**src/rtl/ula_controle_mdu.sv**
```systemverilog
// ---------------------------------------------------------------------------
// ula_controle_mdu
//   Issue-side partner of the 32-bit ULA. Decodes MIPS ALU requests into a
//   registered 4-bit ULA operation code and runs MULT/MULTU/DIV/DIVU on an
//   iterative engine (shift-add multiplier, restoring divider) that owns the
//   HI/LO registers and serves MFHI/MFLO.
//
//   Optional feature macro: MDU_EARLY_TERM_EN
//     defined   -> multiply leaves MUL as soon as the remaining multiplier
//                  bits are all zero (latency depends on the multiplier)
//     undefined -> fixed 34-cycle latency for every multiply and divide
//
// Ports
//   clock, reset_n        clock (rising edge), synchronous active-low reset
//   in_valid / in_ready   request handshake, in_ready only in IDLE
//   alu_op, funct         decoded control fields
//   rs_val, rt_val        operands A and B
//   op_ula                registered ULA operation code
//   out_valid             one-cycle result pulse
//   mdu_sel               with out_valid: result is on mdu_result
//   mdu_result            HI/LO readout or LO of a finished MULT/DIV
//   hi, lo                HI and LO registers
//   illegal               pulse alongside out_valid for unsupported requests
//   busy                  multi-cycle operation in progress
// ---------------------------------------------------------------------------
module ula_controle_mdu #(
  parameter int ITER = 32
) (
  input  logic        clock,
  input  logic        reset_n,
  input  logic        in_valid,
  output logic        in_ready,
  input  logic [1:0]  alu_op,
  input  logic [5:0]  funct,
  input  logic [31:0] rs_val,
  input  logic [31:0] rt_val,
  output logic [3:0]  op_ula,
  output logic        out_valid,
  output logic        mdu_sel,
  output logic [31:0] mdu_result,
  output logic [31:0] hi,
  output logic [31:0] lo,
  output logic        illegal,
  output logic        busy
);

  typedef enum logic [2:0] {S_IDLE, S_MUL, S_DIV, S_FIX, S_DONE} state_e;

  state_e      state_q, state_d;
  logic [3:0]  op_ula_q, op_ula_d;
  logic        out_valid_q, out_valid_d;
  logic        mdu_sel_q, mdu_sel_d;
  logic        illegal_q, illegal_d;
  logic [31:0] mdu_result_q, mdu_result_d;
  logic [31:0] hi_q, hi_d;
  logic [31:0] lo_q, lo_d;
  // Engine datapath. For multiply acc is the 64-bit product; for divide
  // acc[63:32] is the partial remainder and acc[31:0] the dividend that
  // shifts out while quotient bits shift in. mplr holds multiplier/divisor.
  logic [63:0] acc_q, acc_d;
  logic [63:0] mcand_q, mcand_d;
  logic [31:0] mplr_q, mplr_d;
  logic [5:0]  cnt_q, cnt_d;
  logic        is_div_q, is_div_d;
  logic        neg_q, neg_d;    // negate product / quotient in FIX
  logic        rneg_q, rneg_d;  // negate remainder in FIX (dividend sign)

  logic        signed_op, a_neg, b_neg, early_done;
  logic [31:0] mag_a, mag_b, fix_q, fix_r;
  logic [32:0] trial;
  logic [63:0] fix_p;

  assign in_ready   = (state_q == S_IDLE);
  assign busy       = (state_q != S_IDLE);
  assign op_ula     = op_ula_q;
  assign out_valid  = out_valid_q;
  assign mdu_sel    = mdu_sel_q;
  assign mdu_result = mdu_result_q;
  assign hi         = hi_q;
  assign lo         = lo_q;
  assign illegal    = illegal_q;

  always_comb begin
    // NOTE: every signal written here gets a default first, so no path
    // through the case statements can leave a latch behind.
    state_d      = state_q;
    op_ula_d     = op_ula_q;
    out_valid_d  = 1'b0;
    mdu_sel_d    = 1'b0;
    illegal_d    = 1'b0;
    mdu_result_d = mdu_result_q;
    hi_d         = hi_q;
    lo_d         = lo_q;
    acc_d        = acc_q;
    mcand_d      = mcand_q;
    mplr_d       = mplr_q;
    cnt_d        = cnt_q;
    is_div_d     = is_div_q;
    neg_d        = neg_q;
    rneg_d       = rneg_q;

    // Signed variants have funct[0] = 0 (MULT 011000, DIV 011010).
    signed_op = ~funct[0];
    a_neg     = signed_op & rs_val[31];
    b_neg     = signed_op & rt_val[31];
    mag_a     = a_neg ? -rs_val : rs_val;
    mag_b     = b_neg ? -rt_val : rt_val;
    trial     = {acc_q[63:32], acc_q[31]} - {1'b0, mplr_q};
    fix_p     = neg_q  ? -acc_q         : acc_q;
    fix_q     = neg_q  ? -acc_q[31:0]   : acc_q[31:0];
    fix_r     = rneg_q ? -acc_q[63:32]  : acc_q[63:32];
`ifdef MDU_EARLY_TERM_EN
    early_done = (mplr_q == '0);
`else
    early_done = 1'b0;
`endif

    unique case (state_q)
      S_IDLE: begin
        if (in_valid) begin
          out_valid_d = 1'b1;
          unique case (alu_op)
            2'b00: op_ula_d = 4'b0010;
            2'b01: op_ula_d = 4'b0110;
            2'b10: begin
              unique case (funct)
                6'b100000: op_ula_d = 4'b0010;
                6'b100010: op_ula_d = 4'b0110;
                6'b100100: op_ula_d = 4'b0000;
                6'b100101: op_ula_d = 4'b0001;
                6'b100111: op_ula_d = 4'b1100;
                6'b101010: op_ula_d = 4'b0111;
                6'b010000: begin
                  mdu_sel_d    = 1'b1;
                  mdu_result_d = hi_q;
                end
                6'b010010: begin
                  mdu_sel_d    = 1'b1;
                  mdu_result_d = lo_q;
                end
                6'b011000, 6'b011001: begin
                  out_valid_d = 1'b0;
                  acc_d       = '0;
                  mcand_d     = {32'd0, mag_a};
                  mplr_d      = mag_b;
                  cnt_d       = '0;
                  is_div_d    = 1'b0;
                  neg_d       = a_neg ^ b_neg;
                  rneg_d      = 1'b0;
                  state_d     = S_MUL;
                end
                6'b011010, 6'b011011: begin
                  if (rt_val == '0) begin
                    // Divide by zero skips the engine entirely.
                    mdu_sel_d    = 1'b1;
                    hi_d         = rs_val;
                    lo_d         = 32'hFFFF_FFFF;
                    mdu_result_d = 32'hFFFF_FFFF;
                    state_d      = S_DONE;
                  end else begin
                    out_valid_d = 1'b0;
                    acc_d       = {32'd0, mag_a};
                    mplr_d      = mag_b;
                    cnt_d       = '0;
                    is_div_d    = 1'b1;
                    neg_d       = a_neg ^ b_neg;
                    rneg_d      = a_neg;
                    state_d     = S_DIV;
                  end
                end
                default: begin
                  illegal_d = 1'b1;
                  op_ula_d  = 4'b0000;
                end
              endcase
            end
            default: begin
              illegal_d = 1'b1;
              op_ula_d  = 4'b0000;
            end
          endcase
        end
      end

      S_MUL: begin
        if (early_done) begin
          state_d = S_FIX;
        end else begin
          acc_d   = acc_q + (mplr_q[0] ? mcand_q : 64'd0);
          mcand_d = mcand_q << 1;
          mplr_d  = mplr_q >> 1;
          cnt_d   = cnt_q + 6'd1;
          if (cnt_q == 6'(ITER - 1)) state_d = S_FIX;
        end
      end

      S_DIV: begin
        // Restoring step: keep the trial remainder only if it is non-negative.
        if (!trial[32]) acc_d = {trial[31:0], acc_q[30:0], 1'b1};
        else            acc_d = {acc_q[62:0], 1'b0};
        cnt_d = cnt_q + 6'd1;
        if (cnt_q == 6'(ITER - 1)) state_d = S_FIX;
      end

      S_FIX: begin
        if (is_div_q) begin
          hi_d         = fix_r;
          lo_d         = fix_q;
          mdu_result_d = fix_q;
        end else begin
          hi_d         = fix_p[63:32];
          lo_d         = fix_p[31:0];
          mdu_result_d = fix_p[31:0];
        end
        out_valid_d = 1'b1;
        mdu_sel_d   = 1'b1;
        state_d     = S_DONE;
      end

      S_DONE:  state_d = S_IDLE;
      default: state_d = S_IDLE;
    endcase
  end

  always_ff @(posedge clock) begin
    // NOTE: sequential state uses non-blocking assignments only, so every
    // flop samples the pre-edge value of its neighbours.
    if (!reset_n) begin
      state_q      <= S_IDLE;
      op_ula_q     <= '0;
      out_valid_q  <= 1'b0;
      mdu_sel_q    <= 1'b0;
      illegal_q    <= 1'b0;
      mdu_result_q <= '0;
      hi_q         <= '0;
      lo_q         <= '0;
      acc_q        <= '0;
      mcand_q      <= '0;
      mplr_q       <= '0;
      cnt_q        <= '0;
      is_div_q     <= 1'b0;
      neg_q        <= 1'b0;
      rneg_q       <= 1'b0;
    end else begin
      state_q      <= state_d;
      op_ula_q     <= op_ula_d;
      out_valid_q  <= out_valid_d;
      mdu_sel_q    <= mdu_sel_d;
      illegal_q    <= illegal_d;
      mdu_result_q <= mdu_result_d;
      hi_q         <= hi_d;
      lo_q         <= lo_d;
      acc_q        <= acc_d;
      mcand_q      <= mcand_d;
      mplr_q       <= mplr_d;
      cnt_q        <= cnt_d;
      is_div_q     <= is_div_d;
      neg_q        <= neg_d;
      rneg_q       <= rneg_d;
    end
  end

endmodule

```
**config.mk**
```make
export PLATFORM = sky130hd
export DESIGN_NAME = ula_controle_mdu
export DESIGN_NICKNAME = d
export VERILOG_FILES = /design/src/rtl/ula_controle_mdu.sv
export SDC_FILE = /design/constraint.sdc
export NUM_CORES = 1
export LEC_CHECK = 0
export BUFFER_PORTS_ARGS = -buffer_cell sky130_fd_sc_hd__buf_2
export CORE_MARGIN = 2
export CORE_UTILIZATION = 32
export CTS_BUF_LIST = sky130_fd_sc_hd__clkbuf_16
export CTS_CLUSTER_SIZE = 10
export DETAILED_ROUTE_END_ITERATION = 6
export GPL_ROUTABILITY_DRIVEN = 0
export PLACE_DENSITY_LB_ADDON = 0.15
export SLEW_MARGIN = 30
export SYNTH_ARGS = -nofsm -noshare
export SYNTH_HDL_FRONTEND = slang
export SYNTH_SLANG_ARGS = --single-unit
export TNS_END_PERCENT = 10
```
**constraint.sdc**
```tcl
create_clock -name clock -period 5.95 [get_ports clock]
set_input_delay 1.4875 -clock clock [delete_from_list [all_inputs] [get_ports clock]]
set_output_delay 1.4875 -clock clock [all_outputs]
set_load 0.01 [all_outputs]
```
==> impl_results.md <==
* Outcome: finished clean
* Leak at 0.009952 uW
* Yosys cell types at 87
* Crit-path cells: inv_1, fa_1, nand2b_1, a21oi_1, o221ai_1, o311a_1, o21bai_1, a31oi_1, nor2_2, buf_4, mux2_2, nand2_1, a21oi_1
* First-pass GRT wire length at 125000 um
* Yosys reg bits at 275
* Worst Path Buf+Inv at 2
* Cell Int Power at 3893 uW
* Port bufs at 179
* Slew @ Worst Pin at 933.9 ps
* Layout cell share with drive strength beyond 1 at 11.19%
* GRT overflow at 0
* Ys Warns at 0
* Clock period minus final worst setup slack at 4776 ps
* Cells after Synth at 2863
* R2R depth at 13
* Final Hold Vio Count at 0
* Number of global-route vias before repair at 20660
* Area contributors post-synth: dfxtp_1 26%, a21oi_1 6.7%, nor2_1 6.2%
* Worst Setup SP: acc_q[32]
* Worst EP required at 6360 ps
* Final setup vio count at 0
* Slew headroom at 37.67%
* FF-to-FF Start: acc_q[32]
* Final period util at 80.27%
* Worst-path clk slew at 60 ps
* Fin util at 36.10%
* Crit. End Element: flop
* DR DRC count at 0
* Max cap viols at 0
* DR WL/cell at 21.62 um
* GRT Util Overall at 23.48%
* Root Buffer: clkbuf_16
* Total negative slack at 0 ps
* Postcts setup bufs at 0
* Worst Setup EP: acc_q[36]
* Final HPWL DP at 61040 um
* Critical path depth at 13
* Bufs on Longest Clock Path at 3
* RSZ-0062 raised after global routing: false
* Setup CP Type: flop to flop
* H-tree depth at 2
* Number of synthesized flops with an enable pin at 0
* Worst hold path type: flop to flop
* Max Transition Viols Final at 0
* Synth-to-layout area growth at 12.17%
* Clk pwr share at 31.1%
* Seq pwr share at 32.7%
* Total CTS buffers at 36
* Sink Count at 275
* # hold bufs at CTS at 0
* Type of origin of the critical path: flop
* Initial antenna violation count at 0
* Power Density at 269.5 nW/um^2
* Maximum clock rate at 209.4 MHz
* Main synth FF type: dfxtp_1
* Worst skew pair latency at 570 ps
* CP max stage delay at 750 ps
* Fill count at 7004
* Most frequent CP cell: a21oi_1
* Drt pass-1 iters at 6
* Nets at 3097
* Register area share after synthesis at 26.11%
* Die Ht at 260.7 um
* Post-CTS sizing at 0
* Register Area at 5505 sq um
* DIE WIDTH at 260.7 um
* Drt first-iter violations at 1914
* Core ar. at 65510 sq um
* Via count at 21900
* Post-Syn Nets at 3040
* Pin count of the biggest net entering global routing at 102
* Worst endpoint data arrival time at 5180 ps
* Die Area at 67950 sq um
* Syn_area_per_cell at 7.363 sq um
* Synth area leader: dfxtp_1
* ANT nets after route at 0
* Slowest-stage cell, CP: nor2_2
* Final Skew at 23.04 ps
* # rows at 94
* Cell area after synthesis at 21080 sq um
* Critical Path Fanout Max at 19
* Number of vias per cell at 5.758
* Starting Density at 32.18%
* Area of the multi-input gates at 14590 sq um
* R2R Path End: acc_q[36]
* Combinational fraction of design power at 36.1%
* Maximum VDD drop at 0.0001847 V
* Total Wirelength at 82230 um
* Sw Share at 38.91%
* TritonCTS clock tree: yes
* Async SR Flop Fraction at 0%
* R2R setup slack at 1170 ps
* Synth top area share at 26.11%
* CP top delay family: compound AO/OA/AOI/OAI gates
* I/O pin count at 180
* Sw power at 2479 uW
## logic make-up after synthesis
logic type               count (synthesis)  share of synthesized area (%)
multiplexers                            38                          1.905
AO/OA/AOI/OAI                          943                          29.75
XOR/XNOR                               185                          7.686
flip-flops                             275                          26.11
buffers and inverters                  265                          4.968
AND/OR/NAND/NOR                       1055                          23.45
adder cells (fa/ha/maj)                102                          6.125
## power by group through the flow
| stage | registers, uW | clock network [uW] | logic (uW) |
|---|---|---|---|
| 3_3_place_gp | 2120 | 0 | 2260 |
| 3_5_place_dp | 2120 | 0 | 2270 |
| 6_report | 2090 | 1980 | 2300 |
| 2_1_floorplan | 2050 | 0 | 1670 |
| 4_1_cts | 2080 | 2040 | 2280 |
| 5_1_grt | 2090 | 2110 | 2500 |
## area by class of cell
type                       count  area share [%]
clock buffer                  36           3.810
tap                          864           4.572
timing repair buffer         217           5.048
multi-input combinational   2323           61.71
inverter                      67           1.085
sequential                   275           23.28
antenna                        1         0.01058
clock inverter                21          0.4868
## cells in the final DEF, fill, tap and decap left out, types with 39 or more instances in the layout
cell	synthesis	layout
nor3_1	64	61
nand3_1	67	67
nand2_1	302	299
o21ai_0	124	124
inv_1	67	77
a21o_1	61	61
dfxtp_1	275	275
o211ai_1	39	39
nor2_1	348	346
ha_1	100	100
xnor2_1	84	84
nand4_1	40	40
buf_2	29	179
a211oi_1	83	83
and2_1	79	78
a22oi_1	61	61
xor2_1	101	101
a21oi_1	284	284
## synthesized netlist by cell type, types with 9 or more instances
library cell / number
a211oi_1: 83
a21boi_0: 9
a21o_1: 61
a21oi_1: 284
a221oi_1: 33
a22oi_1: 61
a311oi_1: 17
a31oi_1: 29
and2_1: 79
and3_1: 18
buf_2: 29
clkbuf_1: 157
dfxtp_1: 275
ha_1: 100
inv_1: 67
mux2_2: 17
mux2i_1: 21
nand2_1: 302
nand2b_1: 25
nand3_1: 67
nand4_1: 40
nor2_1: 348
nor2b_1: 15
nor3_1: 64
nor4_1: 20
o211a_1: 14
o211ai_1: 39
o21a_1: 19
o21ai_0: 124
o21ai_1: 19
o21bai_1: 14
o22ai_1: 10
o31ai_1: 30
o41ai_1: 13
or3_1: 22
or4_1: 11
xnor2_1: 84
xor2_1: 101
## worst min-delay path by stage
stage / from / end / cells past startpoint
global route: mdu_result[25] / mdu_result[25] / 2
finish: mdu_result[25] / mdu_result[25] / 2
global placement: mdu_result[9] / mdu_result[9] / 2
floorplan: cnt_q[5] / cnt_q[5] / 1
CTS: mdu_result[25] / mdu_result[25] / 2
detailed placement: mdu_result[25] / mdu_result[25] / 2
## registers in the layout (all words and copies together) (netlist names)
name	count
acc_q	64
mcand_q	64
hi	32
lo	32
mdu_result	32
mplr_q	32
cnt_q	6
op_ula	4
state_q	3
illegal	1
is_div_q	1
mdu_sel	1
neg_q	1
out_valid	1
rneg_q	1
## layer usage
layer / track usage [%] / part of all wire, % / vias up
li1: - / - / 10570
met1: 30.27 / 43 / 10450
met2: 40.05 / 48 / 739
met3: 3.040 / 5.8 / 146
met4: 8.365 / 3.4 / 0
met5: 0 / 0 / -
## stage by stage
stage               hold WS [ps]  cells  total power, uW  worst slack, ps  area (sq um)
floorplan                  422.8   2863             3717             2113         21080
global placement           442.9   3745             4379            921.8         22610
detailed placement         445.9   3746             4390            880.2         22630
CTS                        453.8   3803             6405             1225         23640
global route               481.6   3803             6707            791.6         23640
finish                     454.1   3804             6372             1174         23650
## worst reg2reg max path: stages, from the launching register on
cell	delay, ps
dfxtp_1	590
inv_1	250
fa_1	480
nand2b_1	190
a21oi_1	270
o221ai_1	200
o311a_1	490
o21bai_1	350
a31oi_1	220
nor2_2	750
buf_4	320
mux2_2	350
nand2_1	80
a21oi_1	70
No activity file was read; power rests on OpenSTA's default activity.
